**config.mk**
```make
export PLATFORM = sky130hd
export DESIGN_NAME = mem_arbiter
export DESIGN_NICKNAME = d
export VERILOG_FILES = /design/src/rtl/mem_arbiter.sv
export SDC_FILE = /design/constraint.sdc
export NUM_CORES = 1
export LEC_CHECK = 0
export ABC_CLOCK_PERIOD_IN_PS = 2200
export CORE_MARGIN = 2
export CORE_UTILIZATION = 35
export CTS_CLUSTER_SIZE = 25
export DETAILED_ROUTE_END_ITERATION = 12
export GPL_TIMING_DRIVEN = 0
export PLACE_DENSITY = 0.8
export SLEW_MARGIN = 5
export SYNTH_ARGS = -nofsm -noshare
export SYNTH_HDL_FRONTEND = slang
export SYNTH_SLANG_ARGS = --single-unit
```
**constraint.sdc**
```tcl
create_clock -name clk -period 2.2 [get_ports clk]
set_input_delay 0.44 -clock clk [delete_from_list [all_inputs] [get_ports clk]]
set_output_delay 0.44 -clock clk [all_outputs]
set_load 0.05 [all_outputs]
```
**src/rtl/mem_arbiter.sv**
```systemverilog
`default_nettype none
// ============================================================================
// Module   : mem_arbiter
// Brief    : Two-requester (data over instruction) arbiter for a shared memory
//            port with a per-transaction acknowledge timeout.
// Revision : 1.0 - initial release
// ============================================================================
module mem_arbiter #(
  parameter int TIMEOUT = 255
) (
  input  logic        clk,
  input  logic        rst,
  // instruction-fetch requester (read-only)
  input  logic        i_req,
  input  logic [31:0] i_addr,
  output logic [31:0] i_rdata,
  output logic        i_ready,
  // data requester
  input  logic        d_req,
  input  logic        d_we,
  input  logic [3:0]  d_be,
  input  logic [31:0] d_addr,
  input  logic [31:0] d_wdata,
  output logic [31:0] d_rdata,
  output logic        d_ready,
  // shared memory port
  output logic        mem_req,
  output logic        mem_we,
  output logic [3:0]  mem_be,
  output logic [31:0] mem_addr,
  output logic [31:0] mem_wdata,
  input  logic [31:0] mem_rdata,
  input  logic        mem_ack,
  output logic        bus_err
);

  localparam int CNT_W = (TIMEOUT < 1) ? 1 : $clog2(TIMEOUT + 1);
  // Counter value seen during the TIMEOUT-th busy cycle.
  localparam logic [CNT_W-1:0] C_LAST = CNT_W'(TIMEOUT - 1);

  typedef enum logic [1:0] {
    IDLE  = 2'd0,
    IBUSY = 2'd1,
    DBUSY = 2'd2
  } state_t;

  state_t            r_state;
  logic [CNT_W-1:0]  r_waitCnt;
  logic [31:0]       r_addr;
  logic              r_we;
  logic [3:0]        r_be;
  logic [31:0]       r_wdata;

  logic w_busy;
  logic w_timeout;
  logic w_done;

  assign w_busy    = (r_state != IDLE);
  // An acknowledge in the final allowed cycle beats the timeout.
  assign w_timeout = w_busy && !mem_ack && (r_waitCnt == C_LAST);
  assign w_done    = w_busy && (mem_ack || w_timeout);

  always_ff @(posedge clk or negedge rst) begin
    if (!rst) begin
      r_state   <= IDLE;
      r_waitCnt <= '0;
      r_addr    <= '0;
      r_we      <= 1'b0;
      r_be      <= '0;
      r_wdata   <= '0;
    end else begin
      case (r_state)
        IDLE: begin
          if (d_req) begin
            r_state   <= DBUSY;
            r_waitCnt <= '0;
            r_addr    <= d_addr;
            r_we      <= d_we;
            r_be      <= d_be;
            r_wdata   <= d_wdata;
          end else if (i_req) begin
            r_state   <= IBUSY;
            r_waitCnt <= '0;
            r_addr    <= i_addr;
            r_we      <= 1'b0;
            r_be      <= 4'hF;
            r_wdata   <= '0;
          end
        end
        IBUSY, DBUSY: begin
          if (w_done) begin
            r_state <= IDLE;
          end else begin
            r_waitCnt <= r_waitCnt + 1'b1;
          end
        end
        default: r_state <= IDLE;
      endcase
    end
  end

  assign mem_req   = w_busy;
  assign mem_we    = r_we;
  assign mem_be    = r_be;
  assign mem_addr  = r_addr;
  assign mem_wdata = r_wdata;

  assign i_ready = (r_state == IBUSY) && w_done;
  assign d_ready = (r_state == DBUSY) && w_done;
  assign i_rdata = ((r_state == IBUSY) && mem_ack) ? mem_rdata : '0;
  assign d_rdata = ((r_state == DBUSY) && mem_ack) ? mem_rdata : '0;
  assign bus_err = w_timeout;

endmodule
`default_nettype wire

```
* Word level (Yosys, flattened, before mapping)
Index checks and enable logic that the tools add are counted.
** Storage, ports and cells
- Bits in registers :: 79
- Output and inout port bits :: 137
- Word-level logic and storage cells :: 48
** Cells by class
- Add/subtract/negate cells :: 1
- Eq/ne operators :: 6
- Multiplexer cells :: 18
- Reduce and logical (&&, ||, !) cells :: 17
** Operators with widths (count)
- $mux 32 :: 6
- $mux 8 :: 3
- $pmux 8 s2 :: 1
- $add 8x1->8 const B :: 1
- $eq 8x8->1 const B :: 1
- $mux 4 :: 2
- $logic_and 1x1->1 :: 7
- $mux 2 :: 3
- $reduce_bool 2->1 :: 3
- $ne 2x2->1 const B :: 2
- $pmux 2 s2 :: 1
- $reduce_and 2->1 :: 2
- $ne 3x3->1 const B :: 1
- $reduce_and 3->1 :: 1
- $eq 2x1->1 const B :: 1
- $eq 2x2->1 const B :: 1
- $logic_not 2->1 :: 1
- $mux 1 :: 2
- $reduce_or 2->1 :: 1
- $logic_not 1->1 :: 1
- $logic_or 1x1->1 :: 1

* Depth between registers and ports, before layout
- Depth in word-level cells :: 7
- Mapped depth :: 8
- Depth with buffers taken out :: 6

* Least setup slack after synthesis
OpenSTA, ideal clock, no wires.
- Path type :: register to output
- Start point :: register r_state[0]
- End point :: output bus_err
- Arrival :: 1.913 ns
- Path slack :: -0.153 ns
- Stages on the path, launching flop included :: 5
- Buffers on the path :: 1
- Cell sequence :: dfrtp_1 inv_1 ha_1 buf_4 nor3_1
** Between the ends
- Cells in the longest elaborated chain, start to end :: 3
** Ends and longest elaborated chain
- from (decl) :: RTL line 47 : state_t r_state;
- from (signal assigned) :: RTL line 65 : r_state <= IDLE;
- from (signal assigned) :: RTL line 75 : r_state <= DBUSY;
- from (signal assigned) :: RTL line 82 : r_state <= IBUSY;
- $reduce_bool 2->1 :: RTL line 58 : assign w_busy = (r_state != IDLE);
- $logic_and 1x1->1 (2 in a row) :: RTL line 60 : assign w_timeout = w_busy && !mem_ack && (r_waitCnt == C_LAST);
- to (decl) :: RTL line 34 : output logic bus_err
No other way between the ends.

* Worst setup path after layout
- Start point :: input mem_ack
- End point :: output i_rdata[2]
** Between the ends
- Cells in the longest elaborated chain, start to end :: 2
** Ends and longest elaborated chain
- from (decl) :: RTL line 33 : input logic mem_ack,
- $logic_and 1x1->1 :: RTL line 110 : assign i_rdata = ((r_state == IBUSY) && mem_ack) ? mem_rdata : '0;
- $mux 32 :: RTL line 110
- to (decl) :: RTL line 16 : output logic [31:0] i_rdata,
No other way between the ends.

==> impl_metrics.py <==
metrics = {
    "outcome": {
        "outcome": "complete, no violations",
    },
    "sta": {
        "slew_viol_final": 0,
        "fin_skew_ps": 4.82,
        "min_period_over_period_pct": 97.9,
        "holdWs_ps": 58.7,
        "slew_headroom_pct": 61.2,
        "period_needed_ps": 2150,
        "tightest_slew_ps": 580,
        "grt_setup_unrepaired": "yes",
        "hold_viol": 0,
        "timing.fmax_ghz": 0.464,
        "setup_violations": 0,
    },
    "final_layout": {
        "final_cell_area_um2": 6990,
        "layout_commonest_cell": "clkdlybuf4s50_1",
        "most-common-layout-cells": "clkdlybuf4s50_1 (203), dfrtp_1 (76), and3_1 (67), buf_4 (54)",
        "syn_to_final_growth_pct": 77.8,
        "finalNonFillerCells": 808,
        "nets": 807,
        "fillers": 906,
        "drive_above_1_share_pct": 19.4,
    },
    "power": {
        "pwr-share-seq_pct": 25.3,
        "p_comb_share_pct": 64.6,
        "power.share.clock_pct": 10.0,
        "p_total_mw": 9.97,
        "switching_share_pct": 52.0,
        "internal-power_mw": 4.79,
        "leakage_nw": 3.38,
        "switchingPower_mw": 5.18,
        "vdd_drop_max_v": 0.000837,
        "power_density_nw_per_um2": 1430,
    },
    "cts": {
        "cts_sinks": 79,
        "cts_buffers": 9,
        "clk_path_buf_depth": 2,
        "clkLatencyLatePin_ps": 350,
        "clk_pin_slew_ps": 70,
        "cts_root_buf": "clkbuf_8",
        "tritoncts": "done",
        "cts_hold_buf": 0,
        "htree_num_levels": 3,
    },
    "yosys": {
        "ys_async_sr_fraction_pct": 100,
        "yosysSeqAreaShare_pct": 50.3,
        "syn_area_per_cell_um2": 10.5,
        "synth_compound_area_share_pct": 17.7,
        "syn_inst": 376,
        "synthesis.area_um2": 3930,
        "ys_types": 41,
        "synth_edf_count": 0,
        "synthXorXnorAreaFrac_pct": 0,
        "synth_nets": 519,
        "synth_mux_area_share_pct": 8.15,
        "synth-simple-area-share_pct": 17.6,
        "ys_ff_latch": 79,
        "ys_warn_count": 0,
        "synth_adder_area_share_pct": 1.59,
        "synth_top_family_by_area": "compound AO/OA/AOI/OAI gates",
        "ys.flop_type": "dfrtp_1",
    },
    "placement": {
        "hpwl_mm": 11.9,
        "port_buffers": 273,
        "postPlaceCellArea_um2": 6860,
        "dp_cells": 790,
        "gp_congestion": 0.845,
    },
    "grt": {
        "antenna_found_initial": 2,
        "overflow": 0,
        "grt_pass1_vias": 4246,
        "track_usage_pct": 24.0,
        "grt_max_degree": 41,
        "grt_pass1_wl_mm": 21.8,
    },
    "floorplan": {
        "coreArea_um2": 10900,
        "rows": 38,
        "ioPinCount": 275,
        "fp.dieW_um": 110,
        "initial_core_util_pct": 36.1,
        "die_h_um": 110,
        "die_area_um2": 12100,
    },
    "worst_setup_path": {
        "arrival_ps": 1710,
        "worst-setup-path-type": "primary input to output pin",
        "crit_required_ps": 1760,
        "startpoint_type": "primary input",
        "end_kind": "output pin",
        "worstPathMaxFanout": 10,
    },
    "drt": {
        "routed_via_density": 5.21,
        "routedWlPerCell_um": 18.6,
        "drc_errors": 0,
        "vias": 4206,
        "first_pass_iters": 4,
        "drt-initial-drc-count": 189,
        "detail-route-antenna-nets": 0,
        "routed_wirelength_mm": 15.0,
    },
    "min_path": {
        "hp-class": "primary input to asynchronous set/reset pin",
    },
    "run": {
        "cap_violations": 0,
    },
}
-- stage by stage --
| stage | setup TNS (ps) | utilization [%] | worst slack [ps] |
|---|---|---|---|
| after CTS | -2.83 | 63.4 | -2.83 |
| after detailed placement | -61260 | 63.0 | -1030 |
| after floorplan | 0 | - | 269 |
| after global routing | -57.9 | 64.2 | -25.4 |
| final | 0 | 64.2 | 46.7 |
| after global placement | -215370 | 62.8 | -1970 |
-- Yosys cell counts, types with 2 or more instances --
library cell,count,share of area [%]
buf_4,2,0.38
a22o_1,34,7.6
a21oi_1,5,0.64
a211o_1,2,0.45
o21ai_0,35,4.5
o22a_1,4,0.89
inv_1,6,0.57
nand3_1,4,0.51
o211ai_1,2,0.38
nand2_1,35,3.3
nor4_1,3,0.48
dfrtp_1,79,50
and2_1,3,0.48
clkbuf_1,23,2.2
and3_1,67,11
buf_2,9,1.1
ha_1,5,1.6
mux2i_1,32,8.2
nor2_1,2,0.19
o22ai_1,3,0.48
-- per-layer routing --
| layer | vias up | part of all wire (%) | track usage, % |
|---|---|---|---|
| met2 | 207 | 53 | 45.1 |
| met1 | 2015 | 36 | 25.1 |
| met3 | 25 | 8.5 | 6.40 |
| li1 | 1959 | - | - |
| met4 | 0 | 2.7 | 9.31 |
| met5 | - | 0 | 0 |
-- state kept, by name, indices dropped and copies added (netlist names) --
signal / flops
mem_addr: 32
mem_be: 4
mem_wdata: 32
mem_we: 1
r_state: 2
r_waitCnt: 8
-- worst max-delay path, cell delays in order --
cell             delay [ps]
clkdlybuf4s15_2         280
clkbuf_2                230
clkbuf_2                210
and3_1                  180
clkdlybuf4s18_2         360
-- cells by family (layout without fill, tap and decap cells) --
group	Yosys count	count (layout)
AOI/OAI and AO/OA	97	97
adders and majority gates	5	5
buffers and inverters	41	331
DFF	79	79
muxes	32	32
other	0	2
and+or+nand+nor	122	122
-- power groups by stage --
stage	combinational [mW]	sequential [mW]	clock (mW)
2_1_floorplan	1.87	4.70	0
3_3_place_gp	6.34	2.50	0
3_5_place_dp	6.43	2.53	0
4_1_cts	6.42	2.52	1.02
5_1_grt	6.77	2.61	1.08
6_report	6.44	2.52	1.00
-- area by class of cell --
class / count / area (um^2) / area share (%)
inverters: 6 / 22.5 / 0.322
plain buffers: 35 / 184 / 2.63
diodes: 2 / 5.00 / 0.0716
repair buffers: 277 / 2640 / 37.7
clock inverters: 2 / 35.0 / 0.501
flip-flops and latches: 79 / 1980 / 28.3
clock buffers: 11 / 131 / 1.88
multi-input cells: 256 / 1820 / 26.0
well taps: 140 / 175 / 2.51
-- final timing paths --
check | endpoint | cells past startpoint | slack [ps] | start
setup / recovery | i_rdata[2] | 5 | 50 | mem_ack
hold / removal | mem_addr[17] | 1 | 60 | rst
setup reg to reg | r_waitCnt[3] | 8 | 270 | r_state[0]
hold reg to reg | mem_addr[0] | 2 | 480 | mem_addr[0]
max in group asynchronous | r_state[0] | 2 | 1560 | rst
min in group clk | mem_addr[0] | 2 | 480 | mem_addr[0]
-- repair_timing --
item,in CTS,in global routing
resized for setup,400,35
pin swaps,1,1
buffers inserted,0,3
endpoints found under the hold margin,0,0
endpoints found under the setup margin,68,77
gates cloned,0,0
(Power assumes the default switching activity.)
